===== src/rtl/branch_resolve_unit_if.sv =====
// Fetch/execute/BHT-write bundle for branch_resolve_unit.
// Handshake: a prediction transfers on a rising clk edge where pred_valid & pred_ready are both 1. res_valid has no ready and is a one-cycle resolve strobe for the oldest entry.
interface branch_resolve_unit_if #(
   parameter int IDX_W = 5,
   parameter int PC_W  = 32
);
   logic             pred_valid;
   logic [PC_W-1:0]  pred_pc;
   logic [IDX_W-1:0] pred_idx;
   logic             pred_taken;
   logic [PC_W-1:0]  pred_target;
   logic             pred_ready;
   logic             res_valid;
   logic             res_taken;
   logic [PC_W-1:0]  res_target;
   logic             upd_en;
   logic [IDX_W-1:0] upd_idx;
   logic             upd_taken;
   logic             flush;
   logic [PC_W-1:0]  redirect_pc;
   logic             err_underflow;

   modport master (
      output pred_valid, pred_pc, pred_idx, pred_taken, pred_target,
      output res_valid, res_taken, res_target,
      input  pred_ready, upd_en, upd_idx, upd_taken, flush, redirect_pc, err_underflow
   );

   modport slave (
      input  pred_valid, pred_pc, pred_idx, pred_taken, pred_target,
      input  res_valid, res_taken, res_target,
      output pred_ready, upd_en, upd_idx, upd_taken, flush, redirect_pc, err_underflow
   );
endinterface


===== src/rtl/branch_resolve_unit.sv =====
// In-order FIFO of in-flight branch predictions; emits BHT training writes and mispredict flush/redirect.
// Optional BRU_STATS_EN adds saturating br_count/mp_count outputs.
module branch_resolve_unit #(
   parameter int DEPTH = 4,
   parameter int IDX_W = 5,
   parameter int PC_W  = 32
) (
   input logic clk,
   input logic arst_n,
   branch_resolve_unit_if.slave bus
`ifdef BRU_STATS_EN
   ,
   output logic [15:0] br_count,
   output logic [15:0] mp_count
`endif
);
   localparam int PTR_W = (DEPTH > 1) ? $clog2(DEPTH) : 1;
   localparam int CNT_W = $clog2(DEPTH + 1);

   logic [PC_W-1:0]  pc_mem     [DEPTH];
   logic [IDX_W-1:0] idx_mem    [DEPTH];
   logic             taken_mem  [DEPTH];
   logic [PC_W-1:0]  target_mem [DEPTH];

   logic [PTR_W-1:0] wr_ptr;
   logic [PTR_W-1:0] rd_ptr;
   logic [CNT_W-1:0] count;

   logic             full;
   logic             push;
   logic             pop;
   logic             mispredict;
   logic             underflow;
   logic [PC_W-1:0]  head_pc;
   logic [IDX_W-1:0] head_idx;
   logic             head_taken;
   logic [PC_W-1:0]  head_target;

   always_comb begin
      full           = (count == CNT_W'(DEPTH));
      bus.pred_ready = ~full & ~bus.flush;
      push           = bus.pred_valid & bus.pred_ready;
      head_pc        = pc_mem[rd_ptr];
      head_idx       = idx_mem[rd_ptr];
      head_taken     = taken_mem[rd_ptr];
      head_target    = target_mem[rd_ptr];
      // Resolutions are ignored during the flush cycle; an empty FIFO is an underflow.
      pop            = bus.res_valid & ~bus.flush & (count != '0);
      underflow      = bus.res_valid & ~bus.flush & (count == '0);
      mispredict     = pop & ((bus.res_taken != head_taken) |
                              (bus.res_taken & head_taken & (bus.res_target != head_target)));
   end

   always_ff @(posedge clk) begin
      if (push) begin
         pc_mem[wr_ptr]     <= bus.pred_pc;
         idx_mem[wr_ptr]    <= bus.pred_idx;
         taken_mem[wr_ptr]  <= bus.pred_taken;
         target_mem[wr_ptr] <= bus.pred_target;
      end
   end

   // A mispredict clears the FIFO and drops any push from the same cycle.
   always_ff @(posedge clk or negedge arst_n) begin
      if (!arst_n) begin
         wr_ptr <= '0;
         rd_ptr <= '0;
         count  <= '0;
      end else if (mispredict) begin
         wr_ptr <= '0;
         rd_ptr <= '0;
         count  <= '0;
      end else begin
         if (push) wr_ptr <= wr_ptr + PTR_W'(1);
         if (pop)  rd_ptr <= rd_ptr + PTR_W'(1);
         if (push && !pop)      count <= count + CNT_W'(1);
         else if (pop && !push) count <= count - CNT_W'(1);
      end
   end

   always_ff @(posedge clk or negedge arst_n) begin
      if (!arst_n) begin
         bus.upd_en        <= 1'b0;
         bus.upd_idx       <= '0;
         bus.upd_taken     <= 1'b0;
         bus.flush         <= 1'b0;
         bus.redirect_pc   <= '0;
         bus.err_underflow <= 1'b0;
      end else begin
         bus.upd_en <= pop;
         bus.flush  <= mispredict;
         if (pop) begin
            bus.upd_idx   <= head_idx;
            bus.upd_taken <= bus.res_taken;
         end
         if (mispredict)
            bus.redirect_pc <= bus.res_taken ? bus.res_target : head_pc + PC_W'(4);
         if (underflow)
            bus.err_underflow <= 1'b1;
      end
   end

`ifdef BRU_STATS_EN
   always_ff @(posedge clk or negedge arst_n) begin
      if (!arst_n) begin
         br_count <= '0;
         mp_count <= '0;
      end else begin
         if (pop && br_count != 16'hFFFF)        br_count <= br_count + 16'd1;
         if (mispredict && mp_count != 16'hFFFF) mp_count <= mp_count + 16'd1;
      end
   end
`endif
endmodule


===== src/flat_wrapper.sv =====
// flat-port wrapper written by rule: the top's interface ports become plain ports
module branch_resolve_unit_flat 
#(
   parameter int DEPTH = 4,
   parameter int IDX_W = 5,
   parameter int PC_W  = 32
)
  (clk, arst_n, bus_pred_valid, bus_pred_pc, bus_pred_idx, bus_pred_taken, bus_pred_target, bus_res_valid, bus_res_taken, bus_res_target, bus_pred_ready, bus_upd_en, bus_upd_idx, bus_upd_taken, bus_flush, bus_redirect_pc, bus_err_underflow);
  branch_resolve_unit_if #(.IDX_W(IDX_W), .PC_W(PC_W)) bus_i ();
  input logic clk;
  input logic arst_n;
  input wire logic [$bits(bus_i.pred_valid)-1:0] bus_pred_valid;
  input wire logic [$bits(bus_i.pred_pc)-1:0] bus_pred_pc;
  input wire logic [$bits(bus_i.pred_idx)-1:0] bus_pred_idx;
  input wire logic [$bits(bus_i.pred_taken)-1:0] bus_pred_taken;
  input wire logic [$bits(bus_i.pred_target)-1:0] bus_pred_target;
  input wire logic [$bits(bus_i.res_valid)-1:0] bus_res_valid;
  input wire logic [$bits(bus_i.res_taken)-1:0] bus_res_taken;
  input wire logic [$bits(bus_i.res_target)-1:0] bus_res_target;
  output wire logic [$bits(bus_i.pred_ready)-1:0] bus_pred_ready;
  output wire logic [$bits(bus_i.upd_en)-1:0] bus_upd_en;
  output wire logic [$bits(bus_i.upd_idx)-1:0] bus_upd_idx;
  output wire logic [$bits(bus_i.upd_taken)-1:0] bus_upd_taken;
  output wire logic [$bits(bus_i.flush)-1:0] bus_flush;
  output wire logic [$bits(bus_i.redirect_pc)-1:0] bus_redirect_pc;
  output wire logic [$bits(bus_i.err_underflow)-1:0] bus_err_underflow;
  assign bus_i.pred_valid = bus_pred_valid;
  assign bus_i.pred_pc = bus_pred_pc;
  assign bus_i.pred_idx = bus_pred_idx;
  assign bus_i.pred_taken = bus_pred_taken;
  assign bus_i.pred_target = bus_pred_target;
  assign bus_i.res_valid = bus_res_valid;
  assign bus_i.res_taken = bus_res_taken;
  assign bus_i.res_target = bus_res_target;
  assign bus_pred_ready = bus_i.pred_ready;
  assign bus_upd_en = bus_i.upd_en;
  assign bus_upd_idx = bus_i.upd_idx;
  assign bus_upd_taken = bus_i.upd_taken;
  assign bus_flush = bus_i.flush;
  assign bus_redirect_pc = bus_i.redirect_pc;
  assign bus_err_underflow = bus_i.err_underflow;
  branch_resolve_unit #(.DEPTH(DEPTH), .IDX_W(IDX_W), .PC_W(PC_W)) u_core (.clk(clk), .arst_n(arst_n), .bus(bus_i));
endmodule

===== config.mk =====
export PLATFORM = sky130hd
export DESIGN_NAME = branch_resolve_unit_flat
export DESIGN_NICKNAME = d
export VERILOG_FILES = /design/src/rtl/branch_resolve_unit_if.sv /design/src/rtl/branch_resolve_unit.sv /design/src/flat_wrapper.sv
export SDC_FILE = /design/constraint.sdc
export NUM_CORES = 1
export LEC_CHECK = 0
export CORE_MARGIN = 2
export CORE_UTILIZATION = 40
export CTS_BUF_LIST = sky130_fd_sc_hd__clkbuf_8
export DETAILED_ROUTE_END_ITERATION = 16
export SLEW_MARGIN = 20
export SYNTH_ARGS = -nofsm -noshare
export SYNTH_HDL_FRONTEND = slang
export SYNTH_SLANG_ARGS = --single-unit

===== constraint.sdc =====
create_clock -name clk -period 5.05 [get_ports clk]
set_input_delay 1.01 -clock clk [delete_from_list [all_inputs] [get_ports clk]]
set_output_delay 1.01 -clock clk [all_outputs]
set_load 0.01 [all_outputs]

==> metrics.txt, run 1 <==
outcome finished clean; remaining global-route overflow 0; die height 187 microns; first-pass GRT wire length 45400 microns; ys flop type edfxtp_1; skew final 16.8 ps; CTS resizes 0; Placed Instances 1284; largest net degree at the start of global routing 63; maxcap violations 0; largest area contributor in the netlist edfxtp_1; syn avg cell area 19.0 sq um; fin cells 1382; Clock Sinks 328; Fin Setup TNS 0 ps; Final Setup Violations 0; wire length per cell 21.5 microns; CP cell instances mux4_2 > xnor2_1 > nand4_1 > nor4_1 > a21boi_1 > o21ai_4 > buf_4 > mux2_2; mapped cell area 13400 sq um; Total Routing Usage GR 17.3%; fin nets 1012; CTS tree yes; Final Power 8.57 mW; Yosys cell types 43; share of layout cells above drive strength 1 20.1%; count leader, synth edfxtp_1; fin. max-slew vios 0; ratio of final minimum period to clock period 76.0%; Async S/R FF share, synth 14.6%; maximum root-to-sink buffer count 3; Synth Net Count 820; final worst setup slack 1210 ps; via count 6991; ANT nets after route 0; Placed Area 15300 sq um; VDD IR max 0.238 mV; Final Util 49.9%; Slew @ Worst Pin 815 ps; fill count 2800; setup slack, reg-to-reg 1210 ps; Worst Setup End Kind flip-flop; min-delay worst type flip-flop to flip-flop; FP Rows 66; Synth top area share 62.9%; Most Crowded Layer GR met2; global routing usage on met3 3.39%; vias per cell 5.06; WS Path Type flip-flop to flip-flop; crit path DAT 4290 ps; Final Critical Period 3840 ps; RSZ-0062 raised after global routing no; TritonCTS buffer count 53; H-tree levels 2; worst-skew pair later-pin latency 570 ps; vias in the first global route 7449; Residual DRC 0; crit-path max cell delay 960 ps; worst r2r src u_core.rd_ptr[0]; Horiz. Die Dim 187 microns; Worst slew margin 45.7%; Leak 5.52 nW; Starting Density 40.9%; HPWL after detailed placement 19800 microns; core area 32700 sq um; Root Buffer clkbuf_8; CP startpoint kind flip-flop; synth warn 0; Synth top cells by count edfxtp_1 (280), mux4_2 (68), nand2_1 (54); number of flops mapped to enable cells by yosys 280; Final Hold Vio Count 0; I/O pin cnt 149; CTS Hold Bufs 0; Gate Count Post-Synth 705; top cells by area, synth edfxtp_1 (63%), mux4_2 (11%), dfrtp_1 (9.0%), xnor2_1 (2.8%), mux2_2 (1.9%); Global Route met2 Usage 29.3%; initial antenna violation count 1; hold slack 455 ps; Setup Fix Bufs, Post-CTS 0; hold_sp u_core.bus.err_underflow; Worst-path clk slew 60 ps; initial DRC count 560; Port Buffers 148; Slowest-stage cell, CP dfrtp_4; maximum clock rate 0.260 GHz; DIE AREA 34900 sq um; crit path launch u_core.rd_ptr[0]; critical path's top delay family flip-flops; register area share after synthesis 71.9%; GPL Wtd Cong 0.798; critical path peak fanout 40; Worst EP required 5500 ps; crit path buf inv count 1; design area 16300 sq um; dpl ws 1160 ps; Initial DRT Pass Iterations 4; Pwr per Cell Area 525 nW/um^2; Area Growth Syn to Fin 22.2%; GR Util met1 23.0%; WL final 29700 microns; synthesis-stage register bit count 328
==> where the power goes <==
part,switching (mW),internal [mW],leakage [nW]
combinational,1.28,1.36,1.79
sequential,0.298,3.57,3.13
clock,0.982,1.08,0.597
==> final timing paths <==
path	end	cells after the start
worst max-delay path	u_core.bus.redirect_pc[21]	8
worst max register to register	u_core.bus.redirect_pc[21]	8
worst min register to register	u_core.bus.err_underflow	1
worst min-delay path	u_core.bus.err_underflow	1
min in group asynchronous	u_core.count[1]	2
max in group asynchronous	u_core.rd_ptr[0]	2
==> final cells by class <==
type	count	area (sq um)	area share, %
Sequential cell	328	9610	58.9
Multi-Input combinational cell	339	3530	21.6
Timing Repair Buffer	167	1630	9.96
Clock buffer	60	826	5.06
Tap cell	442	553	3.39
Clock inverter	37	146	0.897
Inverter	8	30.0	0.184
Antenna cell	1	2.50	0.0153
==> registers in the layout (all words and copies together) (netlist names) <==
| name | count |
|---|---|
| u_core.bus.redirect_pc | 32 |
| u_core.bus.upd_taken | 1 |
| u_core.taken_mem | 4 |
| u_core.bus.flush | 1 |
| u_core.bus.err_underflow | 1 |
| u_core.bus.upd_en | 1 |
| u_core.target_mem | 128 |
| u_core.bus.upd_idx | 5 |
| u_core.rd_ptr | 2 |
| u_core.wr_ptr | 2 |
| u_core.idx_mem | 20 |
| u_core.pc_mem | 128 |
| u_core.count | 3 |
==> cell usage in the layout (no fill, tap or decap), types with 5 or more instances in the layout <==
cell type	netlist	routed
and2_1	9	9
buf_4	3	18
clkbuf_8	0	60
clkdlybuf4s50_1	0	146
clkinv_1	1	7
dfrtp_1	48	46
edfxtp_1	280	280
ha_1	7	7
inv_1	7	34
mux2_1	10	10
mux2_2	23	23
mux4_2	68	68
nand2_1	54	54
nand3_1	10	10
nand4_1	21	21
nor2b_1	5	5
o21ai_0	27	27
xnor2_1	42	42
xor2_1	22	22
==> routing by layer <==
metal  up-vias  share of wire (%)
met1      3606                 44
li1       3172                  -
met3        35                4.6
met2       178                 50
met5         -                  0
met4         0                1.5
==> cells by family after synthesis <==
| kind of cell | share of synthesized area [%] |
|---|---|
| multiplexers | 15.0 |
| adder cells (fa/ha/maj) | 0.805 |
| XOR/XNOR | 4.19 |
| flip-flops | 71.9 |
| AO/OA/AOI/OAI | 1.51 |
| AND/OR/NAND/NOR | 4.63 |
| buffers and inverters | 1.92 |
No activity file was read; power rests on OpenSTA's default activity.
==> inputs of run 2 (changes only) <==
Clock period 5.05 ns to 3.87 ns, I/O delays scaled along.
==> metrics.txt, run 2 (synthesis gave the netlist of run 1 again) <==
design area 16400 sq um (+0.64%); Port Buffers 148 (unchanged); critical path peak fanout 38 (-5.0%); crit path launch u_core.rd_ptr[0]; Reg2Reg Depth 9 (+1); CTS resizes 0 (unchanged); CTS tree yes; Placed Area 15500 sq um (+0.78%); Total Routing Usage GR 17.1% (-0.18 points); largest net degree at the start of global routing 63 (unchanged); TritonCTS buffer count 55 (+3.8%); Worst EP required 4310 ps (-1190 ps); ANT nets after route 0 (unchanged); fin cells 1386 (+0.29%); Horiz. Die Dim 187 microns (unchanged); remaining global-route overflow 0 (unchanged); Residual DRC 0 (unchanged); RR Endpoint u_core.bus.redirect_pc[20]; Area Growth Syn to Fin 22.9%; I/O pin cnt 149 (unchanged); worst-skew pair later-pin latency 570 ps (about the same); Pwr per Cell Area 687 nW/um^2 (+31%); maximum root-to-sink buffer count 3 (unchanged); Final Critical Period 3190 ps (-653 ps); maximum clock rate 0.314 GHz (+21%); die height 187 microns (unchanged); final worst setup slack 683 ps (-527 ps); Worst Setup End Kind flip-flop; FP Rows 66 (unchanged); Final Hold Vio Count 0 (unchanged); maxcap violations 0 (unchanged); core area 32700 sq um (unchanged); min-delay worst type primary input to async pin; ratio of final minimum period to clock period 82.3% (+6.3 points); CTS Hold Bufs 0 (unchanged); Placed Instances 1285 (+0.078%); commonest non-fill, non-tap cell in the layout edfxtp_1; HPWL after detailed placement 20200 microns (+1.8%); share of layout cells above drive strength 1 20.3% (+0.13 points); Clock Sinks 328 (unchanged); GPL Wtd Cong 0.724 (-9.4%); initial DRC count 406 (-28%); VDD IR max 0.294 mV (+23%); fin nets 1015 (+0.30%); dpl ws 654 ps (-503 ps); WS Path Type flip-flop to flip-flop; Setup Fix Bufs, Post-CTS 0 (unchanged); Starting Density 40.9% (unchanged); wire length per cell 21.6 microns (+0.38%); biggest regs u_core.pc_mem (128), u_core.target_mem (128), u_core.bus.redirect_pc (32); vias in the first global route 7249 (-2.7%); Initial DRT Pass Iterations 4 (unchanged); most frequent cells in the layout edfxtp_1 (280), clkdlybuf4s50_1 (146), mux4_2 (68); WL final 29900 microns (+0.67%); DIE AREA 34900 sq um (unchanged); RSZ-0062 raised after global routing no; setup slack, reg-to-reg 680 ps (-530 ps); first-pass GRT wire length 44900 microns (-1.1%); skew final 19.8 ps (+3.06 ps); via count 6983 (-0.11%); Worst-path clk slew 60 ps (about the same); Worst slew margin 47.6% (+2.0 points); Final Setup Violations 0 (unchanged); Leak 5.54 nW (+0.35%); Fin Setup TNS 0 ps (unchanged); Slew @ Worst Pin 786 ps (-29.6 ps); CP startpoint kind flip-flop; Root Buffer clkbuf_8; H-tree levels 2 (unchanged); worst r2r src u_core.rd_ptr[0]; fill count 2788 (-0.43%); vias per cell 5.04 (-0.40%); fin. max-slew vios 0 (unchanged); crit path DAT 3620 ps (-670 ps); initial antenna violation count 2 (+1); outcome finished clean
==> run 2: cell types whose count changed in the layout (fill, tap and decap cells not counted), sizes merged <==
| cell | before | now |
|---|---|---|
| buf | 21 | 22 |
| clkinv | 10 | 22 |
| inv | 34 | 29 |
| clkbuf | 60 | 57 |
| clkinvlp | 1 | 0 |
==> run 2: worst max-delay path, cell delays in order (launching register included) <==
cell and delay, ps:
dfrtp_4 540, buf_4 280, mux4_2 530, xnor2_1 250, nand4_1 200, nor4_1 230, a21boi_1 180, o21ai_4 180
buf_12 240, mux2_2 370
==> run 2: worst max-delay path by stage <==
stage,to,slack (ps),cells past startpoint
finish,u_core.bus.redirect_pc[20],680,9
floorplan,u_core.bus.redirect_pc[0],840,11
global route,u_core.bus.redirect_pc[26],360,9
detailed placement,u_core.bus.redirect_pc[20],650,9
CTS,u_core.bus.redirect_pc[20],600,9
global placement,u_core.bus.redirect_pc[23],620,9
==> run 2: cell type report <==
| type | count | area (sq um) | share of cell area, % |
|---|---|---|---|
| Multi-Input combinational cell | 339 | 3530 | 21.5 |
| Antenna cell | 1 | 2.50 | 0.0152 |
| Tap cell | 442 | 553 | 3.37 |
| Clock buffer | 57 | 785 | 4.78 |
| Inverter | 8 | 30.0 | 0.183 |
| Timing Repair Buffer | 168 | 1750 | 10.6 |
| Sequential cell | 328 | 9610 | 58.5 |
| Clock inverter | 43 | 171 | 1.04 |
==> run 2: metrics by stage <==
stage	total power [mW]	hold slack, ps	util (%)
finish	11.3	285	50.2
global route	11.9	318	50.2
CTS	11.5	278	50.2
detailed placement	8.78	445	47.3
global placement	8.72	446	47.3
floorplan	7.32	478	-
==> run 2: routing by layer <==
layer	vias up	wire, microns	share of wire, %	global-route usage (%)
li1	3178	-	-	-
met1	3579	13300	44	23.3
met2	176	14600	49	28.2
met3	48	1560	5.2	3.80
met4	2	499	1.7	4.30
met5	-	13	0.043	0
==> run 2: where the power goes <==
group	total, mW	leakage, nW	switching (mW)	internal, mW
Combinational	3.65	1.83	1.79	1.86
Sequential	4.97	3.13	0.306	4.66
Clock	2.67	0.579	1.31	1.36
==> inputs of run 3 (changes only) <==
Clock period 3.87 ns to 2.9 ns, I/O delays scaled along.
==> metrics.txt, run 3 (synthesis gave the netlist of run 1 again) <==
outcome finished, violations left; failing checks setup timing; crit-path max cell delay 510 ps (-30 ps); maximum clock rate 0.328 GHz (+4.7%); Placed Instances 1329 (+3.4%); H-tree levels 2 (unchanged); fin. max-slew vios 0 (unchanged); Horiz. Die Dim 187 microns (unchanged); Internal Power 11.6 mW (+47%); critical path peak fanout 7 (-82%); Initial DRT Pass Iterations 5 (+1); Worst Setup End Kind flip-flop; Slowest-stage cell, CP dfrtp_4; crit path DAT 3490 ps (-130 ps); maximum root-to-sink buffer count 3 (unchanged); switching pwr 4.86 mW (+42%); Worst-path clk slew 60 ps (about the same); die height 187 microns (unchanged); Sw Ratio 29.5% (-0.69 points); maxcap violations 0 (unchanged); initial antenna violation count 1 (-1); Port Buffers 148 (unchanged); biggest regs u_core.pc_mem (128), u_core.target_mem (128), u_core.bus.redirect_pc (32); WL final 31100 microns (+4.0%); skew final 29.6 ps (+9.71 ps); Area Growth Syn to Fin 30.0%; worst-skew pair later-pin latency 580 ps (about the same); Placed Area 15900 sq um (+2.7%); RR Endpoint u_core.bus.redirect_pc[21]; diode count 0 (-1); TritonCTS buffer count 56 (+1.8%); vias per cell 4.97 (-1.4%); WS Path Type flip-flop to flip-flop; first-pass GRT wire length 46900 microns (+4.5%); design area 17400 sq um (+5.8%); Clock Sinks 328 (unchanged); hold slack 465 ps (+180 ps); HPWL after detailed placement 20600 microns (+2.3%); remaining global-route overflow 0 (unchanged); CTS tree yes; FP Rows 66 (unchanged); CP startpoint kind flip-flop; crit path capture u_core.bus.redirect_pc[21]; Reg2Reg Depth 11 (+2); I/O pin cnt 149 (unchanged); Slew @ Worst Pin 620 ps (-166 ps); largest net degree at the start of global routing 71 (+13%); clock power share 23.7% (about the same); Final Setup Violations 32 (+32); Starting Density 40.9% (unchanged); GPL Wtd Cong 0.774 (+7.0%); Fin Setup TNS -3380 ps (-3380 ps); most frequent cells in the layout edfxtp_1 (280), clkdlybuf4s50_1 (146), mux4_2 (68); fin cells 1449 (+4.5%); vias in the first global route 7722 (+6.5%); Most common cell on crit path buf_12; ratio of final minimum period to clock period 105% (+23 points); wire length per cell 21.5 microns (-0.49%); Residual DRC 0 (unchanged); ANT nets after route 0 (unchanged); Final Util 53.1% (+2.9 points); initial DRC count 472 (+16%); Leak 6.13 nW (+11%); fin nets 1076 (+6.0%); Worst slew margin 58.7% (+11 points); CP cell instances buf_12 > buf_6 > mux4_2 > xnor2_2 > nand4_1 > nor4_2 > a21boi_2 > o21ai_4 > buf_12 > clkbuf_16 > mux2_4; via count 7200 (+3.1%); crit path launch u_core.rd_ptr[0]; VDD IR max 0.416 mV (+41%); part of the power in combinational logic 36.2% (+3.8 points); dpl ws -137 ps (-791 ps); Total Routing Usage GR 17.8% (+0.62 points); DIE AREA 34900 sq um (unchanged); Worst EP required 3340 ps (-970 ps); Final Critical Period 3040 ps (-142 ps); final worst setup slack -145 ps (-828 ps); RSZ-0062 raised after global routing yes; Final Hold Vio Count 0 (unchanged); worst r2r src u_core.rd_ptr[0]; setup slack, reg-to-reg -140 ps (-830 ps); min-delay worst type flip-flop to flip-flop; commonest non-fill, non-tap cell in the layout edfxtp_1; share of layout cells above drive strength 1 27.5% (+7.3 points); Final Power 16.5 mW (+46%); Pwr per Cell Area 947 nW/um^2 (+38%); Root Buffer clkbuf_8; core area 32700 sq um (unchanged); sequential power share 40.1% (-3.9 points)
==> run 3: cell types whose count changed in the layout (fill, tap and decap cells not counted), sizes merged <==
cell | previous run | this run
buf | 22 | 79
clkbuf | 57 | 63
clkinv | 22 | 17
inv | 29 | 32
bufinv | 0 | 2
diode | 1 | 0
dlygate4sd3 | 0 | 1
==> run 3: power by group through the flow <==
stage	Sequential, mW	Clock [mW]	Combinational, mW
6_report	6.61	3.90	5.95
5_1_grt	6.69	4.21	6.40
4_1_cts	6.61	4.00	5.72
3_5_place_dp	6.70	0	5.43
3_3_place_gp	6.69	0	5.39
2_1_floorplan	6.69	0	3.07
==> run 3: layout make-up <==
type	instances	area, sq um
Clock buffer	61	840
Clock inverter	43	225
Fill cell	2720	15300
Inverter	8	30.0
Multi-Input combinational cell	339	3710
Sequential cell	328	9610
Tap cell	442	553
Timing Repair Buffer	228	2400
==> run 3: metal layers <==
layer  wire (microns)  part of all wire (%)  vias up  track usage, %
met5                9                 0.029        -               0
met2            15300                    49      187            29.3
li1                 -                     -     3295               -
met3             1600                   5.1       35            3.67
met4              472                   1.5        2            4.58
met1            13700                    44     3681            24.2
==> run 3: how the worst min path moves through the flow <==
stage | startpoint | to | slack (ps) | cells after the start
CTS | u_core.bus.err_underflow | u_core.bus.err_underflow | 470 | 1
global placement | u_core.bus.err_underflow | u_core.bus.err_underflow | 440 | 1
detailed placement | u_core.bus.err_underflow | u_core.bus.err_underflow | 450 | 1
global route | u_core.bus.err_underflow | u_core.bus.err_underflow | 480 | 1
floorplan | arst_n | u_core.bus.err_underflow | 280 | 0
finish | u_core.bus.err_underflow | u_core.bus.err_underflow | 470 | 1
==> run 3: critical path: cells and delay by family, from the launching register on <==
kind                   cells  cell delay [ps]
buffers and inverters      4              610
AND/OR/NAND/NOR            2              520
AO/OA/AOI/OAI              2              300
flip-flops                 1              510
multiplexers               2              770
XOR/XNOR                   1              220
==> run 3: repair_timing <==
| item | CTS | global route |
|---|---|---|
| hold buffers | 1 | 0 |
| pin swaps | 6 | 8 |
| resized for setup | 10 | 38 |
| hold endpoints to repair | 7 | 0 |
| setup endpoints to repair | 32 | 37 |
| buffers inserted | 8 | 5 |
| gates cloned | 2 | 2 |
